## config.mk

```make
export PLATFORM = sky130hd
export DESIGN_NAME = uart_receiver_ext_flat
export DESIGN_NICKNAME = d
export VERILOG_FILES = /design/src/rtl/uart_receiver_ext_if.sv /design/src/rtl/uart_receiver_ext.sv /design/src/flat_wrapper.sv
export SDC_FILE = /design/constraint.sdc
export NUM_CORES = 1
export LEC_CHECK = 0
export CAP_MARGIN = 5
export CORE_ASPECT_RATIO = 0.6
export CORE_MARGIN = 2
export CORE_UTILIZATION = 41
export CTS_CLUSTER_SIZE = 8
export DETAILED_ROUTE_END_ITERATION = 10
export PLACE_DENSITY = 0.7
export SYNTH_ARGS = -nofsm -noshare
export SYNTH_HDL_FRONTEND = slang
export SYNTH_SLANG_ARGS = --single-unit
export TNS_END_PERCENT = 20
```

## constraint.sdc

```tcl
create_clock -name clk -period 2.9 [get_ports clk]
set_clock_uncertainty 0.15 [all_clocks]
set_input_delay 0.29 -clock clk [delete_from_list [all_inputs] [get_ports clk]]
set_output_delay 0.29 -clock clk [all_outputs]
set_load 0.05 [all_outputs]
```

## src/rtl/uart_receiver_ext_if.sv

```systemverilog
// Receiver-to-controller bundle: received word, completion strobe,
// per-frame error flags and the busy indication.
interface uart_receiver_ext_if #(
  parameter int DATA_W = 8
);
  logic [DATA_W-1:0] rx_data;
  logic              rx_valid;
  logic              parity_err;
  logic              frame_err;
  logic              break_det;
  logic              busy;

  modport master (
    output rx_data, rx_valid, parity_err, frame_err, break_det, busy
  );

  modport slave (
    input rx_data, rx_valid, parity_err, frame_err, break_det, busy
  );
endinterface

```

## src/rtl/uart_receiver_ext.sv

```systemverilog
// Parametrised UART receiver: synchronised rx pin, falling-edge start
// detection with false-start rejection, configurable data/parity/stop
// framing, per-frame parity/framing/break flags and mid-stop re-arming.
module uart_receiver_ext #(
  parameter int DATA_W      = 8,
  parameter int PARITY_EN   = 0,
  parameter int PARITY_ODD  = 0,
  parameter int STOP_BITS   = 1,
  parameter int SYNC_STAGES = 2,
  parameter int CNT_W       = 16
) (
  input  logic                clk,
  input  logic                rstn,
  input  logic                rec_en,
  input  logic [CNT_W-1:0]    comp,
  input  logic                uart_rx,
  uart_receiver_ext_if.master rx_if
);

  typedef enum logic [2:0] {
    ST_IDLE      = 3'd0,
    ST_START     = 3'd1,
    ST_DATA      = 3'd2,
    ST_PARITY    = 3'd3,
    ST_STOP      = 3'd4,
    ST_WAIT_HIGH = 3'd5
  } state_t;

  localparam logic [3:0] LAST_DATA = 4'(DATA_W - 1);
  localparam logic [3:0] LAST_STOP = 4'(STOP_BITS - 1);
  localparam logic       ODD_SEL   = (PARITY_ODD != 0);

  // Parity mismatch of a data word plus its received parity bit.
  function automatic logic parity_mismatch(input logic [DATA_W-1:0] word,
                                           input logic par_bit);
    return (^word) ^ par_bit ^ ODD_SEL;
  endfunction

  logic [SYNC_STAGES-1:0] sync_r;
  logic                   rx_sync_s;
  logic                   rx_dly_r;
  state_t                 state_r;
  state_t                 state_s;
  logic [CNT_W-1:0]       cnt_r;
  logic [3:0]             bit_idx_r;
  logic [DATA_W-1:0]      shift_r;
  logic                   par_bit_r;
  logic                   stop_bad_r;
  logic                   ones_r;
  logic                   sample_s;
  logic                   wrap_s;
  logic                   done_s;
  logic                   frame_err_s;
  logic                   break_s;
  logic                   parity_err_s;

  assign rx_sync_s = sync_r[SYNC_STAGES-1];
  assign sample_s  = (cnt_r == (comp >> 1));
  assign wrap_s    = (cnt_r == comp);

  // Synchroniser chain on the asynchronous pin plus one-cycle delayed copy for edge detection.
  always_ff @(posedge clk or negedge rstn) begin
    if (!rstn) begin
      sync_r   <= {SYNC_STAGES{1'b1}};
      rx_dly_r <= 1'b1;
    end else begin
      sync_r   <= {sync_r[SYNC_STAGES-2:0], uart_rx};
      rx_dly_r <= rx_sync_s;
    end
  end

  // State register.
  always_ff @(posedge clk or negedge rstn) begin
    if (!rstn) begin
      state_r <= ST_IDLE;
    end else begin
      state_r <= state_s;
    end
  end

  // Next-state logic; the last stop-bit sample completes the frame immediately.
  always_comb begin
    state_s = state_r;
    done_s  = 1'b0;
    if (!rec_en) begin
      state_s = ST_IDLE;
    end else begin
      case (state_r)
        ST_IDLE: begin
          if (rx_dly_r && !rx_sync_s) state_s = ST_START;
          else                        state_s = ST_IDLE;
        end
        ST_START: begin
          if (sample_s && rx_sync_s) state_s = ST_IDLE;
          else if (wrap_s)           state_s = ST_DATA;
          else                       state_s = ST_START;
        end
        ST_DATA: begin
          if (wrap_s && (bit_idx_r == LAST_DATA))
            state_s = (PARITY_EN != 0) ? ST_PARITY : ST_STOP;
          else
            state_s = ST_DATA;
        end
        ST_PARITY: begin
          if (wrap_s) state_s = ST_STOP;
          else        state_s = ST_PARITY;
        end
        ST_STOP: begin
          if (sample_s && (bit_idx_r == LAST_STOP)) begin
            done_s  = 1'b1;
            state_s = (stop_bad_r || !rx_sync_s) ? ST_WAIT_HIGH : ST_IDLE;
          end else begin
            state_s = ST_STOP;
          end
        end
        ST_WAIT_HIGH: begin
          if (rx_sync_s) state_s = ST_IDLE;
          else           state_s = ST_WAIT_HIGH;
        end
        default: state_s = ST_IDLE;
      endcase
    end
  end

  // Frame flags as they stand at the final stop-bit sample.
  always_comb begin
    frame_err_s  = stop_bad_r | ~rx_sync_s;
    break_s      = ~(ones_r | rx_sync_s);
    parity_err_s = (PARITY_EN != 0) ? parity_mismatch(shift_r, par_bit_r) : 1'b0;
  end

  // Baud counter, bit index and sampled-bit accumulation.
  always_ff @(posedge clk or negedge rstn) begin
    if (!rstn) begin
      cnt_r      <= {CNT_W{1'b0}};
      bit_idx_r  <= 4'd0;
      shift_r    <= {DATA_W{1'b0}};
      par_bit_r  <= 1'b0;
      stop_bad_r <= 1'b0;
      ones_r     <= 1'b0;
    end else begin
      if ((state_r == ST_IDLE) || (state_s == ST_IDLE) || wrap_s) cnt_r <= {CNT_W{1'b0}};
      else                                                        cnt_r <= cnt_r + CNT_W'(1);

      if (state_s != state_r) bit_idx_r <= 4'd0;
      else if (wrap_s)        bit_idx_r <= bit_idx_r + 4'd1;

      if (state_r == ST_IDLE) begin
        stop_bad_r <= 1'b0;
        ones_r     <= 1'b0;
      end else if (sample_s) begin
        case (state_r)
          ST_DATA: begin
            shift_r <= {rx_sync_s, shift_r[DATA_W-1:1]};
            ones_r  <= ones_r | rx_sync_s;
          end
          ST_PARITY: begin
            par_bit_r <= rx_sync_s;
            ones_r    <= ones_r | rx_sync_s;
          end
          ST_STOP: begin
            stop_bad_r <= stop_bad_r | ~rx_sync_s;
            ones_r     <= ones_r | rx_sync_s;
          end
          default: ;
        endcase
      end
    end
  end

  // Registered outputs: one-cycle completion pulse, flags only alongside it, data held otherwise.
  always_ff @(posedge clk or negedge rstn) begin
    if (!rstn) begin
      rx_if.rx_data    <= {DATA_W{1'b0}};
      rx_if.rx_valid   <= 1'b0;
      rx_if.parity_err <= 1'b0;
      rx_if.frame_err  <= 1'b0;
      rx_if.break_det  <= 1'b0;
      rx_if.busy       <= 1'b0;
    end else begin
      rx_if.rx_valid <= done_s;
      rx_if.busy     <= (state_s != ST_IDLE);
      if (done_s) begin
        rx_if.rx_data    <= shift_r;
        rx_if.parity_err <= parity_err_s;
        rx_if.frame_err  <= frame_err_s;
        rx_if.break_det  <= break_s;
      end else begin
        rx_if.parity_err <= 1'b0;
        rx_if.frame_err  <= 1'b0;
        rx_if.break_det  <= 1'b0;
      end
    end
  end

endmodule

```

## src/flat_wrapper.sv

```systemverilog
// flat-port wrapper written by rule: the top's interface ports become plain ports
module uart_receiver_ext_flat 
#(
  parameter int DATA_W      = 8,
  parameter int PARITY_EN   = 0,
  parameter int PARITY_ODD  = 0,
  parameter int STOP_BITS   = 1,
  parameter int SYNC_STAGES = 2,
  parameter int CNT_W       = 16
)
  (clk, rstn, rec_en, comp, uart_rx, rx_if_rx_data, rx_if_rx_valid, rx_if_parity_err, rx_if_frame_err, rx_if_break_det, rx_if_busy);
  uart_receiver_ext_if #(.DATA_W(DATA_W)) rx_if_i ();
  input  logic clk;
  input  logic rstn;
  input  logic rec_en;
  input  logic [CNT_W-1:0] comp;
  input  logic uart_rx;
  output wire logic [$bits(rx_if_i.rx_data)-1:0] rx_if_rx_data;
  output wire logic [$bits(rx_if_i.rx_valid)-1:0] rx_if_rx_valid;
  output wire logic [$bits(rx_if_i.parity_err)-1:0] rx_if_parity_err;
  output wire logic [$bits(rx_if_i.frame_err)-1:0] rx_if_frame_err;
  output wire logic [$bits(rx_if_i.break_det)-1:0] rx_if_break_det;
  output wire logic [$bits(rx_if_i.busy)-1:0] rx_if_busy;
  assign rx_if_rx_data = rx_if_i.rx_data;
  assign rx_if_rx_valid = rx_if_i.rx_valid;
  assign rx_if_parity_err = rx_if_i.parity_err;
  assign rx_if_frame_err = rx_if_i.frame_err;
  assign rx_if_break_det = rx_if_i.break_det;
  assign rx_if_busy = rx_if_i.busy;
  uart_receiver_ext #(.DATA_W(DATA_W), .PARITY_EN(PARITY_EN), .PARITY_ODD(PARITY_ODD), .STOP_BITS(STOP_BITS), .SYNC_STAGES(SYNC_STAGES), .CNT_W(CNT_W)) u_core (.clk(clk), .rstn(rstn), .rec_en(rec_en), .comp(comp), .uart_rx(uart_rx), .rx_if(rx_if_i));
endmodule
```

# ---- Word-level counts from Yosys, hierarchy flattened
# Cells that the tools add are included.
dict set report classes {
  mux 24
  add_sub_neg 2
  n_eq_ne 9
  n_reduce_logical 20
  bitwise 5
}
# op n
set ops {}
lappend ops {{$mux W3} 7}
lappend ops {{$pmux W3 S6} 1}
lappend ops {{$add A16 B1 Y16 const B} 1}
lappend ops {{$eq A16 B15 Y1} 1}
lappend ops {{$eq A16 B16 Y1} 1}
lappend ops {{$mux W16} 1}
lappend ops {{$mux W1} 12}
lappend ops {{$mux W4} 2}
lappend ops {{$reduce_bool A2 Y1} 4}
lappend ops {{$eq A3 B2 Y1 const B} 2}
lappend ops {{$eq A3 B3 Y1 const B} 2}
lappend ops {{$logic_not A3 Y1} 2}
lappend ops {{$add A4 B1 Y4 const B} 1}
lappend ops {{$eq A4 B3 Y1 const B} 1}
lappend ops {{$logic_and A1 B1 Y1} 4}
lappend ops {{$logic_not A4 Y1} 1}
lappend ops {{$reduce_and A2 Y1} 2}
lappend ops {{$eq A3 B1 Y1 const B} 1}
lappend ops {{$logic_or A1 B1 Y1} 3}
lappend ops {{$ne A3 B3 Y1} 1}
lappend ops {{$not A1 Y1} 3}
lappend ops {{$reduce_and A3 Y1} 1}
lappend ops {{$reduce_bool A3 Y1} 1}
lappend ops {{$reduce_or A3 Y1} 1}
lappend ops {{other kinds (3)} 4}
dict set report totals {
  regBits 48
  elab_cells 73
  in_bits 20
  out_inout_bits 13
}

# ---- Longest topological paths before layout
dict set report logic_depth {
  ltp_word 10
  depth_mapped 9
  ltp_nobuf 7
}

# ---- Least setup slack after synthesis
# No wires, ideal clock.
dict set report synth_path {
  path_kind {flip-flop to flip-flop}
  from {reg u_core.cnt_r[14]}
  to {reg u_core.cnt_r[6]}
  setup_ps 145
  setup_slack_ps 380
  arrival_time_ps 2225
  required_time_ps 2605
  stages_incl_launch_ff 8
  n_path_buf 1
  period_less_slack_ps 2520
  cell_sequence {dfrtp_1 xor2_1 or4_4 nor4_4 a31oi_1 nor4b_4 buf_6 a21oi_1}
}
dict set report synth_between {
  elab_chain_len 9
  word_cells_on_any_way 16
  cone_classes {2 x eq/ne; 8 x mux; 6 x reduce/logical}
}
# element line
set synth_rtl {}
lappend synth_rtl {{from (decl)} uart_receiver_ext.sv:44} ;# logic [CNT_W-1:0] cnt_r;
lappend synth_rtl {{from (signal assigned)} uart_receiver_ext.sv:135} ;# cnt_r <= {CNT_W{1'b0}};
lappend synth_rtl {{from (signal assigned)} uart_receiver_ext.sv:142} ;# if ((state_r == ST_IDLE) || (state_s == ST_IDLE) || wrap_s) cnt_r <= {CNT_W{1'b0}};
lappend synth_rtl {{from (signal assigned)} uart_receiver_ext.sv:143} ;# else cnt_r <= cnt_r + CNT_W'(1);
lappend synth_rtl {{$eq A16 B16 Y1 or $eq A16 B15 Y1 (tied branches)} {uart_receiver_ext.sv:59, uart_receiver_ext.sv:58}}
lappend synth_rtl {{$mux W2, or another cell as far along} uart_receiver_ext.sv:95} ;# else if (wrap_s) state_s = ST_DATA;
lappend synth_rtl {{$mux W3, on equally long branches} {uart_receiver_ext.sv:94, uart_receiver_ext.sv:99, uart_receiver_ext.sv:109}}
lappend synth_rtl {{$pmux W3 S6} uart_receiver_ext.sv:88} ;# case (state_r)
lappend synth_rtl {{$mux W3} uart_receiver_ext.sv:85} ;# if (!rec_en) begin
lappend synth_rtl {{$logic_not A3 Y1} uart_receiver_ext.sv:142}
lappend synth_rtl {{$logic_or A1 B1 Y1} uart_receiver_ext.sv:142}
lappend synth_rtl {{$logic_or A1 B1 Y1 (*)} uart_receiver_ext.sv:142}
lappend synth_rtl {{$mux W16 (*)} uart_receiver_ext.sv:142}
# Every way passes the cells marked *; elsewhere a longest branch is shown, timed or not.
# A chain may end at the register's enable or synchronous reset.

# ---- Worst setup path after layout
dict set report layout_path {
  from {reg u_core.cnt_r[0]}
  to {reg u_core.cnt_r[1]}
}
dict set report layout_between {
  elab_chain_len 9
  word_cells_on_any_way 17
  cone_classes {1 x add/sub; 2 x eq/ne; 8 x mux; 6 x reduce/logical}
}
# element line
set layout_rtl {}
lappend layout_rtl {{$eq A16 B16 Y1 or $eq A16 B15 Y1 (tied branches)} {uart_receiver_ext.sv:59, uart_receiver_ext.sv:58}}
lappend layout_rtl {{$mux W2, or another cell as far along} uart_receiver_ext.sv:95}
lappend layout_rtl {{$mux W3, on equally long branches} {uart_receiver_ext.sv:94, uart_receiver_ext.sv:99, uart_receiver_ext.sv:109}}
lappend layout_rtl {{$pmux W3 S6} uart_receiver_ext.sv:88}
lappend layout_rtl {{$mux W3} uart_receiver_ext.sv:85}
lappend layout_rtl {{$logic_not A3 Y1} uart_receiver_ext.sv:142}
lappend layout_rtl {{$logic_or A1 B1 Y1 (2 in a row)} uart_receiver_ext.sv:142}
lappend layout_rtl {{$mux W16 (*)} uart_receiver_ext.sv:142}
# Marked as above.

==> metrics.md <==
| Metric | Value |
|---|---|
| VDD IR-drop max | ~0.00021 V |
| Internal power | between 0.8 and 0.9 mW |
| Netlist cell types | between 40 and 50 |
| Initial antenna violation count | 0 |
| IO Count | 33 |
| Die height | around 67 um |
| Slew HR | between 40% and 50% |
| # DRC | 0 |
| Ys Warns | 0 |
| Leak | about 1.4 nW |
| Flop pwr share | between 50% and 60% |
| Count of input and output buffers | 31 |
| Max Fanout on Critical Path | 11 |
| CP delay by family, top | simple AND/OR/NAND/NOR gates |
| Setup TNS | 0 ps |
| Post-synth top area cell | dfrtp_1 |
| Starting Density | 43.3% |
| Synthesized net count | 290 |
| Sw frac | about 25% |
| Clock power frac | approximately a third |
| Comb power frac | 9.8% |
| Clock transition at the registers of the reported paths | 90 ps |
| DR WL/cell | 14.9 um |
| Final setup violation count | 0 |
| Total setup buffers inserted after CTS | 0 |
| Reg2reg setup slack | 290 ps |
| Critical Path Start Type | flip-flop |
| Total global routing overflow | 0 |
| Post-synth EDFFs | 0 |
| Post-route ant nets | 0 |
| Mapped cell area | 2690 um2 |
| Synth area leaders | dfrtp_1 (42%), xor2_1 (8.1%), xnor2_1 (7.5%), mux2_2 (6.3%), a21oi_1 (4.1%) |
| Most frequently used flop master after synthesis | dfrtp_1 |
| DRT Pass-1 Iters | 4 |
| Vias | 2,003 |
| Pwr Density | about 370 nW/um2 |
| CTS tree | done |
| First-pass GRT wire length | 9670 um |
| Worst endpoint required time | about 2900 ps |
| Endpoints failing hold | 0 |
| Skew-Pair Late Insertion Delay | 300 ps |
| Final slew viol count | 0 |
| DP HPWL | approximately 4300 um |
| Fmax | roughly 0.38 GHz |
| Crit. End Element | flip-flop |
| CP max stage delay | approximately 500 ps |
| Antenna Cells | 0 |
| Worst Path Class, Setup | reg2reg |
| Syn avg cell area | about 10 um2 |
| Syn Inst Count | ~270 |
| FF+latch count, synth | 48 |
| Fraction of registers with async set/reset | 100% |
| Num rows | 22 |
| Tightest Pin Transition | between 800 and 900 ps |
| Share of layout cells above drive strength 1 | between 10% and 20% |
| Worst hold path type | reg2reg |
| CP cell instances | xor2_1, or4_4, nor4_4, a31oi_1, nor4b_4, buf_4, a21oi_1 |
| GRT Overall Usage | between 15 and 20% |
| Core ar. | approximately 6200 um2 |
| Largest net degree at the start of global routing | approximately 50 |
| Tcrit/Tclk final | between 80% and 90% |
| Layout area overhead | 19.3% |
| Total Wirelength | 5710 um |
| Num Clock Sinks | between 40 and 50 |
| H-tree depth | 2 |
| Vias in the first global route | 1,875 |
| Crit-path slowest cell | or4_4 |
| Data arrival, critical path | ~2700 ps |
| Status | completed |
| Power, Total | between 1 and 1.5 mW |
| Total die area | 7260 um2 |
| Net switching power | between 0.3 and 0.4 mW |
| CP Buf/Inv Count | 1 |
| Fin crit period | about 2600 ps |
| Vias per cell | around 5.2 |
| Cts bufs inserted | 5 |
| Most common cell after layout, fill and taps aside | dfrtp_1 |
| Max Cap Viol | 0 |
| Drt first-iter violations | 184 |
| RSZ-0062 raised after global routing | false |
| Clock Tree Buf Depth | 2 |
| Clk root buf | clkbuf_8 |
| Sequential share of the synthesized area | around 45% |
| RePlAce Congestion | 0.895 |
| Die width | 109 um |
| Most frequent cells in the layout | dfrtp_1 (45), clkdlybuf4s50_1 (30), xor2_1 (25) |
| Fin nets | 322 |
| Top cell type's share of synthesized area | between 40% and 50% |
-- power groups by stage --
stage               combinational, mW  clock [mW]  sequential [mW]
global placement                0.116           0            0.695
detailed placement              0.117           0            0.695
global route                    0.129       0.443            0.683
finish                          0.117       0.402            0.682
CTS                             0.118       0.413            0.682
floorplan                      0.0524           0            0.693
-- routing by layer --
metal / global-route usage (%) / share of wire (%) / vias to the layer above
li1: - / - / 993
met1: 29.4 / 56 / 947
met2: 21.5 / 37 / 56
met3: 4.11 / 6.4 / 7
met4: 5.13 / 1.1 / 0
met5: 0 / 0 / -
-- worst paths after layout --
path	start	endpoint	depth (start not counted)
min in group asynchronous	rstn	u_core.cnt_r[11]$_DFF_PN0_	3
worst max-delay path	u_core.cnt_r[0]$_DFF_PN0_	u_core.cnt_r[1]$_DFF_PN0_	7
worst max register to register	u_core.cnt_r[0]$_DFF_PN0_	u_core.cnt_r[1]$_DFF_PN0_	7
max in group asynchronous	rstn	u_core.shift_r[5]$_DFFE_PN0P_	3
worst min-delay path	u_core.sync_r[0]$_DFF_PN1_	u_core.sync_r[1]$_DFF_PN1_	0
worst min register to register	u_core.sync_r[0]$_DFF_PN1_	u_core.sync_r[1]$_DFF_PN1_	0
-- area by class of cell --
class | count | area (um2)
tap | 84 | 105
inverter | 8 | 30.0
sequential | 48 | 1200
timing repair buffer | 42 | 403
fill | 580 | 3010
clock inverter | 3 | 21.3
multi-input combinational | 194 | 1380
clock buffer | 5 | 68.8
-- synthesized netlist by cell type, types with 2 or more instances --
master    number
dfrtp_1       45
xor2_1        25
nand2_1       24
xnor2_1       23
a21oi_1       22
mux2_2        15
clkbuf_1      14
nor2_1        12
nand3_1       11
nand4_1        9
inv_1          8
and3_1         5
o21ai_0        5
nor3_1         4
nor4_1         4
and2_1         3
dfstp_2        3
ha_1           3
nand2b_1       3
a311oi_1       2
a31oi_1        2
and4_1         2
buf_4          2
nor2b_1        2
nor3b_1        2
-- per-stage QoR --
stage               cell area, um2  hold slack (ps)  instances  util, %  setup slack (ps)
finish                        3210              209        384     51.6               291
global route                  3210              217        384     51.6               147
CTS                           3210              211        384     51.6               325
detailed placement            3110              198        375     50.0              46.1
global placement              3110              198        375     50.0              96.5
floorplan                     2690             -156        267        -               380
-- timing repair --
action                                  4_1_cts  5_1_grt
resized for setup                             0        0
hold endpoints to repair                     45        0
endpoints found under the setup margin        0        0
hold buffers                                  1        0
-- cell families after synthesis --
logic type / count (synthesis) / synth area share [%]
mux: 15 / 6.27
fa+ha+maj: 3 / 1.39
flops: 48 / 44.7
compound gates: 41 / 9.61
simple gates: 86 / 18.2
xor+xnor: 48 / 15.6
other cells: 1 / 0.139
buf+inv: 25 / 4.04
-- sequential cells by signal, summed over array words and instances, names as in the netlist --
name,cells
u_core.rx_dly_r,1
u_core.rx_if.rx_data,8
u_core.rx_if.frame_err,1
u_core.cnt_r,16
u_core.sync_r,2
u_core.rx_if.busy,1
u_core.state_r,3
u_core.bit_idx_r,4
u_core.rx_if.break_det,1
u_core.ones_r,1
u_core.shift_r,8
u_core.stop_bad_r,1
u_core.rx_if.rx_valid,1
Power figures use the tool's default switching activity.
